--- config.mk ---
export PLATFORM = sky130hd
export DESIGN_NAME = operand_loader
export DESIGN_NICKNAME = d
export VERILOG_FILES = /design/src/rtl/operand_loader.sv
export SDC_FILE = /design/constraint.sdc
export NUM_CORES = 1
export LEC_CHECK = 0
export ABC_AREA = 1
export CAP_MARGIN = 20
export CORE_ASPECT_RATIO = 1.25
export CORE_MARGIN = 4
export CORE_UTILIZATION = 47
export CTS_BUF_LIST = sky130_fd_sc_hd__clkbuf_8
export DETAILED_ROUTE_END_ITERATION = 12
export PLACE_DENSITY_LB_ADDON = 0.08
export SETUP_SLACK_MARGIN = 0.4
export SYNTH_ARGS = -nofsm -noshare
export SYNTH_HDL_FRONTEND = slang
export SYNTH_SLANG_ARGS = --single-unit
--- constraint.sdc ---
create_clock -name clk_i -period 2 [get_ports clk_i]
set_input_delay 0.3 -clock clk_i [delete_from_list [all_inputs] [get_ports clk_i]]
set_output_delay 0.3 -clock clk_i [all_outputs]
set_load 0.01 [all_outputs]
--- src/rtl/operand_loader.sv ---
// Operand loader: streams packed operand words into the weight buffer and then
// the input buffer, then runs the start/done handshake with the matmul controller.
//
// state     | meaning
// IDLE      | waiting for go_i; checks the requested lengths
// LOAD_W    | accepting stream words into the weight buffer
// LOAD_I    | accepting stream words into the input buffer
// START     | start_o high; waiting for the controller to clear done_i
// WAIT_DONE | start_o high; waiting for done_i to rise
module operand_loader #(
  parameter int WIDTH  = 8,
  parameter int COL    = 4,
  parameter int W_SIZE = 256,
  parameter int I_SIZE = 256
) (
  input  logic                        clk_i,
  input  logic                        rst_i,
  input  logic                        go_i,
  input  logic [$clog2(W_SIZE):0]     cfg_w_len_i,
  input  logic [$clog2(I_SIZE):0]     cfg_i_len_i,
  input  logic                        s_valid_i,
  input  logic [WIDTH*COL-1:0]        s_data_i,
  output logic                        s_ready_o,
  output logic                        wb_mem_cenb_o,
  output logic                        wb_mem_wenb_o,
  output logic [$clog2(W_SIZE)-1:0]   wb_mem_addr_o,
  output logic [WIDTH*COL-1:0]        wb_mem_data_o,
  output logic                        ib_mem_cenb_o,
  output logic                        ib_mem_wenb_o,
  output logic [$clog2(I_SIZE)-1:0]   ib_mem_addr_o,
  output logic [WIDTH*COL-1:0]        ib_mem_data_o,
  output logic                        start_o,
  input  logic                        done_i,
  output logic                        load_active_o,
  output logic                        busy_o,
  output logic                        err_o
);

  localparam int DW  = WIDTH * COL;
  localparam int WAW = $clog2(W_SIZE);
  localparam int IAW = $clog2(I_SIZE);
  localparam int CW  = (WAW > IAW) ? WAW : IAW;
  localparam int LW  = CW + 1;
  localparam logic [WAW:0] W_MAX = (WAW + 1)'(W_SIZE);
  localparam logic [IAW:0] I_MAX = (IAW + 1)'(I_SIZE);

  typedef enum logic [2:0] {
    IDLE      = 3'd0,
    LOAD_W    = 3'd1,
    LOAD_I    = 3'd2,
    START     = 3'd3,
    WAIT_DONE = 3'd4
  } state_t;

  state_t          state, state_nx;
  logic [CW-1:0]   cnt, cnt_nx;
  logic [LW-1:0]   w_len, w_len_nx;
  logic [LW-1:0]   i_len, i_len_nx;
  logic            wb_wr, wb_wr_nx;
  logic            ib_wr, ib_wr_nx;
  logic            err, err_nx;
  logic [WAW-1:0]  wb_addr;
  logic [IAW-1:0]  ib_addr;
  logic [DW-1:0]   wb_data, ib_data;
  logic            cfg_ok;
  logic            w_last, i_last;

  assign cfg_ok = (cfg_w_len_i != '0) && (cfg_w_len_i <= W_MAX) &&
                  (cfg_i_len_i != '0) && (cfg_i_len_i <= I_MAX);

  // The counter is compared one bit wider so a full-depth length still matches.
  assign w_last = ({1'b0, cnt} == (w_len - LW'(1)));
  assign i_last = ({1'b0, cnt} == (i_len - LW'(1)));

  // Next-state, counter and registered-write decode.
  always_comb begin
    state_nx = state;
    cnt_nx   = cnt;
    w_len_nx = w_len;
    i_len_nx = i_len;
    wb_wr_nx = 1'b0;
    ib_wr_nx = 1'b0;
    err_nx   = 1'b0;
    case (state)
      IDLE: begin
        if (go_i) begin
          if (cfg_ok) begin
            w_len_nx = LW'(cfg_w_len_i);
            i_len_nx = LW'(cfg_i_len_i);
            cnt_nx   = '0;
            state_nx = LOAD_W;
          end else begin
            err_nx = 1'b1;
          end
        end
      end
      LOAD_W: begin
        if (s_valid_i) begin
          wb_wr_nx = 1'b1;
          if (w_last) begin
            cnt_nx   = '0;
            state_nx = LOAD_I;
          end else begin
            cnt_nx = cnt + CW'(1);
          end
        end
      end
      LOAD_I: begin
        if (s_valid_i) begin
          ib_wr_nx = 1'b1;
          if (i_last) begin
            cnt_nx   = '0;
            state_nx = START;
          end else begin
            cnt_nx = cnt + CW'(1);
          end
        end
      end
      START: begin
        // A done_i left high by the previous run is ignored until it drops.
        if (!done_i) state_nx = WAIT_DONE;
      end
      WAIT_DONE: begin
        if (done_i) state_nx = IDLE;
      end
      default: state_nx = IDLE;
    endcase
  end

  // State, counter, lengths and registered buffer write ports.
  always_ff @(posedge clk_i) begin
    if (rst_i) begin
      state   <= IDLE;
      cnt     <= '0;
      w_len   <= '0;
      i_len   <= '0;
      wb_wr   <= 1'b0;
      ib_wr   <= 1'b0;
      wb_addr <= '0;
      ib_addr <= '0;
      wb_data <= '0;
      ib_data <= '0;
      err     <= 1'b0;
    end else begin
      state   <= state_nx;
      cnt     <= cnt_nx;
      w_len   <= w_len_nx;
      i_len   <= i_len_nx;
      wb_wr   <= wb_wr_nx;
      ib_wr   <= ib_wr_nx;
      wb_addr <= wb_wr_nx ? cnt[WAW-1:0] : '0;
      ib_addr <= ib_wr_nx ? cnt[IAW-1:0] : '0;
      wb_data <= wb_wr_nx ? s_data_i : '0;
      ib_data <= ib_wr_nx ? s_data_i : '0;
      err     <= err_nx;
    end
  end

  assign s_ready_o     = (state == LOAD_W) || (state == LOAD_I);
  assign wb_mem_cenb_o = ~wb_wr;
  assign wb_mem_wenb_o = ~wb_wr;
  assign wb_mem_addr_o = wb_addr;
  assign wb_mem_data_o = wb_data;
  assign ib_mem_cenb_o = ~ib_wr;
  assign ib_mem_wenb_o = ~ib_wr;
  assign ib_mem_addr_o = ib_addr;
  assign ib_mem_data_o = ib_data;
  assign start_o       = (state == START) || (state == WAIT_DONE);
  assign busy_o        = (state != IDLE);
  assign err_o         = err;
  // Stays up through the cycle carrying the final registered write.
  assign load_active_o = s_ready_o || wb_wr || ib_wr;

endmodule

==> metrics.yaml, run 1 <==
status:
  status: "finished, final reports clean"
clocking:
  cts_num_sinks: 112
  clk_pin_slew_ns: 0.11
  cts_tree: "yes"
  clkLatencyLatePin_ns: 0.38
  cts_buffers: 9
  cts_hold_buffers: 0
  htreeDepth: 3
  root_buffer: "clkbuf_8"
  clk_path_buf_depth: 2
worst_hold_path:
  hp-class: "input port to flip-flop"
  hp-start: "cfg_w_len_i[5]"
floorplanning:
  core_area_sq_um: 8750
  die_h_um: 114
  initial_core_util_pct: 48.5
  num_rows: 38
  dieArea_sq_um: 10600
  fp.dieW_um: 93.0
  ios: 144
timing:
  fin_crit_sh_pct: 90.2
  finalHoldViolCount: 0
  slew_headroom_pct: 69.7
  finalSetupViolCount: 0
  max_clock_freq_ghz: 0.555
  skew_ns: 0.0109
  drv_slew: 0
  worst-slew-pin-transition_ns: 0.455
  rsz0062_at_grt: "true"
  min_period_ns: 1.80
setup_path:
  crit_required_ns: 2.33
  startpoint: "i_len[0]"
  crit_fanout: 6
  crit_path_end_kind: "flip-flop"
  critPathLaunchType: "flip-flop"
  r2r-start: "i_len[0]"
  timing.critical_path.arrival_ns: 2.13
  crit_type: "flip-flop to flip-flop"
detailed_routing:
  vias_per_cell: 4.70
  drt-total-wl_um: 11300
  drc: 0
  dr.pass1.iters: 7
  drt_iter0_drc: 142
  wl_per_cell_um: 13.3
  vias: 3974
  ant_nets: 0
yosys:
  synth_top_area_cell: "dfxtp_1"
  yosysUniqueCellTypes: 28
  synthTopCellsByArea: "dfxtp_1 53%, nor2_1 11%, nand2_1 7.7%, inv_1 6.5%, nand3_1 3.7%"
  syn_area_per_cell_sq_um: 7.62
  synthXorXnorAreaFrac_pct: 2.27
  syn_area_sq_um: 4240
  synth_compound_area_share_pct: 6.63
  synth_top_cell_area_share_pct: 52.8
  synth_cells: 557
  ys_warn_count: 0
  synth-adder-area-share_pct: 0.884
  ys_ff_latch: 112
  synth-simple-area-share_pct: 27.2
  synthMuxAreaShare_pct: 0.265
  synth_nets: 615
  seq_area_frac_synth_pct: 52.8
  synth_top_family_by_area: "simple AND/OR/NAND/NOR gates"
power:
  pwr-share-comb_pct: 32.2
  irDropWorstVdd_mv: 0.765
  power_density_nw_per_um2: 881
  p_int_w: 0.00383
  pwr-share-seq_pct: 43.1
  p_sw_w: 0.00193
  leakage_nw: 3.35
  p_clk_share_pct: 24.7
  p_sw_share_pct: 33.4
global_route:
  grt_max_degree: 41
  grt_pass1_vias: 3864
  track_usage_pct: 20.8
  grt-ovfl-total: 0
  antenna_found_initial: 0
  grt_pass1_wl_um: 17400
cells_and_area:
  area_growth_pct: 54.0
  final_area_sq_um: 6540
  drive_above_1_share_pct: 17.9
  insertedDiodeCount: 0
  nFillCells: 726
  fin_util_pct: 74.7
  nets: 779
placed_design:
  postPlaceCellArea_sq_um: 5880
  gp_routability_congestion: 0.859
  dp_hpwl_um: 7960
  portBuffers: 143
job:
  drv_cap: 0
cell type report:
type	count	area, sq um	share of cell area, %
clock buffers	9	124	1.90
inverters	90	355	5.44
well taps	120	150	2.30
multi-input cells	337	1780	27.2
repair inverters	1	5.00	0.0766
clock inverters	7	91.3	1.40
flip-flops and latches	112	2260	34.6
repair buffers	170	1770	27.1
critical path, stage by stage (launching register included):
cell	delay (ns)
dfxtp_2	0.37
inv_4	0.04
ha_4	0.24
nand2_2	0.06
inv_1	0.03
nor2_1	0.07
nand2_1	0.05
nor2_1	0.12
nand2_1	0.08
nor2_2	0.10
nand3_2	0.12
nand2_4	0.11
nand3_4	0.12
nand2_1	0.10
nand2_1	0.07
nor2_2	0.07
worst paths after layout:
path / to / slack (ns) / depth (start not counted)
setup / recovery: state[0] / 0.20 / 15
hold / removal: w_len[5] / 0.19 / 3
setup reg to reg: state[0] / 0.20 / 15
hold reg to reg: i_len[8] / 0.47 / 2
timing repair:
action / 4_1_cts / 5_1_grt
gates resized for setup: 41 / 76
endpoints found under the setup margin: 23 / 52
setup buffers: 7 / 7
cloned: 0 / 3
pin swaps: 5 / 15
through the flow:
stage	worst slack, ns	setup TNS, ns	power [W]	instances	hold slack (ns)
after floorplan	0.400	0	0.00347	557	0.388
after global placement	-0.0164	-0.0164	0.00403	813	0.459
after detailed placement	-0.0625	-0.225	0.00407	813	0.466
after CTS	0.215	0	0.00557	836	0.435
after global routing	0.0684	0	0.00609	846	0.185
final	0.197	0	0.00576	846	0.188
power by group through the flow:
stage	combinational, W	clock (W)	sequential, W
3_5_place_dp	0.00156	0	0.00251
5_1_grt	0.00203	0.00156	0.00250
4_1_cts	0.00165	0.00146	0.00247
6_report	0.00186	0.00142	0.00248
2_1_floorplan	0.000932	0	0.00253
3_3_place_gp	0.00153	0	0.00250
flip-flops by register name, indices dropped and copies added, names as in the netlist:
signal / count
ib_mem_data_o: 32
ib_mem_addr_o: 8
wb_mem_data_o: 32
err_o: 1
i_len: 9
w_len: 9
wb_wr: 1
state: 3
cnt: 8
ib_wr: 1
wb_mem_addr_o: 8
synth_stat cells (all sizes together):
library cell and number:
a21oi 26, a22oi 1, buf 8, clkbuf 10, clkinv 2, dfxtp 112, ha 3, inv 88
mux2 1, nand2 94, nand3 34, nand4 1, nor2 133, nor3 7, o21ai 23, o21bai 2
or2 1, xnor2 2, xor2 9
logic make-up after synthesis:
logic type | count (synthesis)
muxes | 1
DFF | 112
adders and majority gates | 3
AOI/OAI and AO/OA | 52
xor gates and xnor gates | 11
and+or+nand+nor | 270
buffers and inverters | 108
metal layers:
metal / global-route usage [%] / share of wire, % / up-vias
li1: - / - / 2010
met2: 36.9 / 52 / 142
met4: 9.09 / 2.8 / 0
met5: 0 / 0 / -
met1: 22.3 / 37 / 1796
met3: 7.03 / 7.4 / 26
layout by cell type (no fill, tap or decap), drive strengths merged, types with 2 or more instances in the layout:
master,Yosys,final
buf,8,29
clkbuf,10,11
a21oi,26,26
nand2,94,94
xnor2,2,2
dfxtp,112,112
nor3,7,7
nor2,133,133
o21ai,23,23
dlymetal6s2s,0,36
ha,3,3
xor2,9,9
dlygate4sd2,0,4
clkdlybuf4s50,0,99
o21bai,2,2
clkinv,2,8
inv,88,89
nand3,34,34
(Power assumes the default switching activity.)
==> run 2: changes to the inputs <==
--- a/config.mk
+++ b/config.mk
@@ -11,6 +11,7 @@
 export CORE_MARGIN = 4
 export CORE_UTILIZATION = 47
 export CTS_BUF_LIST = sky130_fd_sc_hd__clkbuf_8
+export CTS_CLUSTER_DIAMETER = 200
 export DETAILED_ROUTE_END_ITERATION = 12
 export PLACE_DENSITY_LB_ADDON = 0.08
 export SETUP_SLACK_MARGIN = 0.4
==> results of run 2 <==
Final layout, timing and power as in run 1 (identical DEF).
==> run 3: changes to the inputs <==
--- a/config.mk
+++ b/config.mk
@@ -13,7 +13,7 @@
 export CTS_BUF_LIST = sky130_fd_sc_hd__clkbuf_8
 export CTS_CLUSTER_DIAMETER = 200
 export DETAILED_ROUTE_END_ITERATION = 12
-export PLACE_DENSITY_LB_ADDON = 0.08
+export PLACE_DENSITY = 0.86
 export SETUP_SLACK_MARGIN = 0.4
 export SYNTH_ARGS = -nofsm -noshare
 export SYNTH_HDL_FRONTEND = slang
==> run 3 against run 2 <==
Net effect: register-to-register slack got worse by 0.08 ns; clock-buffer cell count increased by 1; die area unchanged; global-route usage increased by 1.7 points; critical path depth decreased by 1; via count is 3.1% higher; design area fell by 1.1%; critical path type unchanged; largest cell class unchanged; non-clock buffer count down 1; sequential power hardly changed; routed wire length grew 8.5%; largest power group unchanged.
==> metrics.yaml, run 3 (synthesis results as in run 1) <==
status:
  status: "finished, final reports clean"
worst_hold_path:
  hp-class: "input port to flip-flop"
detailed_routing:
  ant_nets: 0  # unchanged
  drc: 0  # unchanged
  drt_iter0_drc: 132  # -7.0%
  drt-total-wl_um: 12200  # +8.5%
  vias_per_cell: 4.85  # +3.3%
  wl_per_cell_um: 14.5  # +8.7%
  vias: 4097  # +3.1%
  dr.pass1.iters: 4  # -3
timing:
  finalSetupViolCount: 0  # unchanged
  min_period_ns: 1.88  # +0.0756 ns
  drv_slew: 0  # unchanged
  max_clock_freq_ghz: 0.532  # -4.0%
  skew_ns: 0.00922  # -0.00165 ns
  finalHoldViolCount: 0  # unchanged
  worst-slew-pin-transition_ns: 0.430  # -0.0250 ns
  fin_crit_sh_pct: 93.9  # +3.8 points
  rsz0062_at_grt: "true"
  slew_headroom_pct: 71.3  # +1.7 points
cells_and_area:
  fin_cells: 844  # -0.24%
  mostFrequentLayoutCells: "116 x nor2_1, 104 x dfxtp_1, 99 x clkdlybuf4s50_1"
  drive_above_1_share_pct: 18.0  # +0.049 points
  final_area_sq_um: 6460  # -1.1%
  final_common_cell: "nor2_1"
  insertedDiodeCount: 0  # unchanged
  area_growth_pct: 52.3
  nets: 777  # -0.26%
floorplanning:
  num_rows: 38  # unchanged
  dieArea_sq_um: 10600  # unchanged
  fp.dieW_um: 93.0  # unchanged
  initial_core_util_pct: 48.5  # unchanged
  core_area_sq_um: 8750  # unchanged
  ios: 144  # unchanged
  die_h_um: 114  # unchanged
placed_design:
  placedCellCount: 814  # +0.12%
  gp_routability_congestion: 0.843  # -1.9%
  portBuffers: 143  # unchanged
  dp_hpwl_um: 8670  # +8.9%
  postPlaceCellArea_sq_um: 5890  # +0.13%
power:
  irDropWorstVdd_mv: 0.653  # -15%
  leakage_nw: 3.39  # +1.0%
  pwr-share-seq_pct: 43.6  # +0.5 points
  p_clk_share_pct: 23.7  # -1.0 points
  pwr-share-comb_pct: 32.7  # +0.5 points
  power_density_nw_per_um2: 880  # about the same
  p_sw_w: 0.00197  # +2.3%
  p_sw_share_pct: 34.6  # +1.2 points
  p_int_w: 0.00372  # -3.0%
clocking:
  htreeDepth: 3  # unchanged
  cts_hold_buffers: 0  # unchanged
  clkLatencyLatePin_ns: 0.39  # about the same
  cts_num_sinks: 112  # unchanged
  clk_path_buf_depth: 2  # unchanged
  clk_pin_slew_ns: 0.11  # about the same
  cts_tree: "yes"
  root_buffer: "clkbuf_8"
  cts_buffers: 9  # unchanged
setup_path:
  crit_required_ns: 2.33  # about the same
  timing.critical_path.arrival_ns: 2.21  # +0.08 ns
  crit_path_end_kind: "flip-flop"
  crit_type: "flip-flop to flip-flop"
  critPathLaunchType: "flip-flop"
  crit_fanout: 6  # unchanged
global_route:
  track_usage_pct: 22.5  # +1.7 points
  grt_pass1_vias: 4117  # +6.5%
  antenna_found_initial: 0  # unchanged
  grt_max_degree: 41  # unchanged
  grt_pass1_wl_um: 18900  # +8.6%
  grt-ovfl-total: 0  # unchanged
job:
  drv_cap: 0  # unchanged
[run 3: critical path, cell delays in order, from the launching register on]
cell	delay, ns
dfxtp_2	0.34
inv_2	0.09
ha_4	0.17
nand2_2	0.10
nor2_1	0.13
nand2_1	0.10
nand2_1	0.08
inv_1	0.05
nor2_1	0.12
nand3_2	0.13
nand2_4	0.12
nand3_4	0.13
nand2_2	0.11
nand2_2	0.05
nor2_2	0.10
[run 3: path summary, 6_finish.rpt]
path / startpoint / end / slack [ns] / depth (start not counted)
worst min register to register: i_len[8] / i_len[8] / 0.50 / 2
worst max-delay path: i_len[1] / state[0] / 0.12 / 14
worst min-delay path: cfg_i_len_i[5] / i_len[5] / 0.21 / 3
worst max register to register: i_len[1] / state[0] / 0.12 / 14
[run 3: area by class of cell]
cell class	count	area, sq um
sequential	112	2260
clock inverter	6	61.3
timing repair buffer	169	1730
inverter	90	348
tap	120	150
fill	674	2290
multi-input combinational	337	1770
clock buffer	10	138
[run 3: power groups by stage]
stage               clock network, W  logic, W  registers, W
global route                 0.00146   0.00201       0.00250
finish                       0.00135   0.00186       0.00248
detailed placement                 0   0.00156       0.00251
floorplan                          0  0.000932       0.00253
CTS                          0.00137   0.00167       0.00247
global placement                   0   0.00151       0.00250
[run 3: metal layers]
layer / up-vias / routed length (um) / GRT usage (%)
met3: 44 / 677 / 5.13
met1: 1899 / 4420 / 23.9
met4: 0 / 536 / 12.0
li1: 2005 / - / -
met5: - / 0 / 0
met2: 149 / 6590 / 41.1
[run 3: stage by stage]
stage	hold slack (ns)	worst slack [ns]	total power, W	setup TNS [ns]	util [%]
finish	0.212	0.121	0.00569	0	73.9
global placement	0.459	-0.00874	0.00402	-0.00874	67.3
CTS	0.435	0.237	0.00552	0	71.2
global route	0.205	0.00322	0.00596	0	73.9
detailed placement	0.479	-0.116	0.00407	-0.750	67.3
floorplan	0.388	0.400	0.00347	0	-
[run 3: what timing repair did]
| item | CTS | global route |
|---|---|---|
| gates resized for setup | 55 | 59 |
| setup buffers | 7 | 7 |
| setup endpoints to repair | 29 | 62 |
| pin swaps | 15 | 16 |
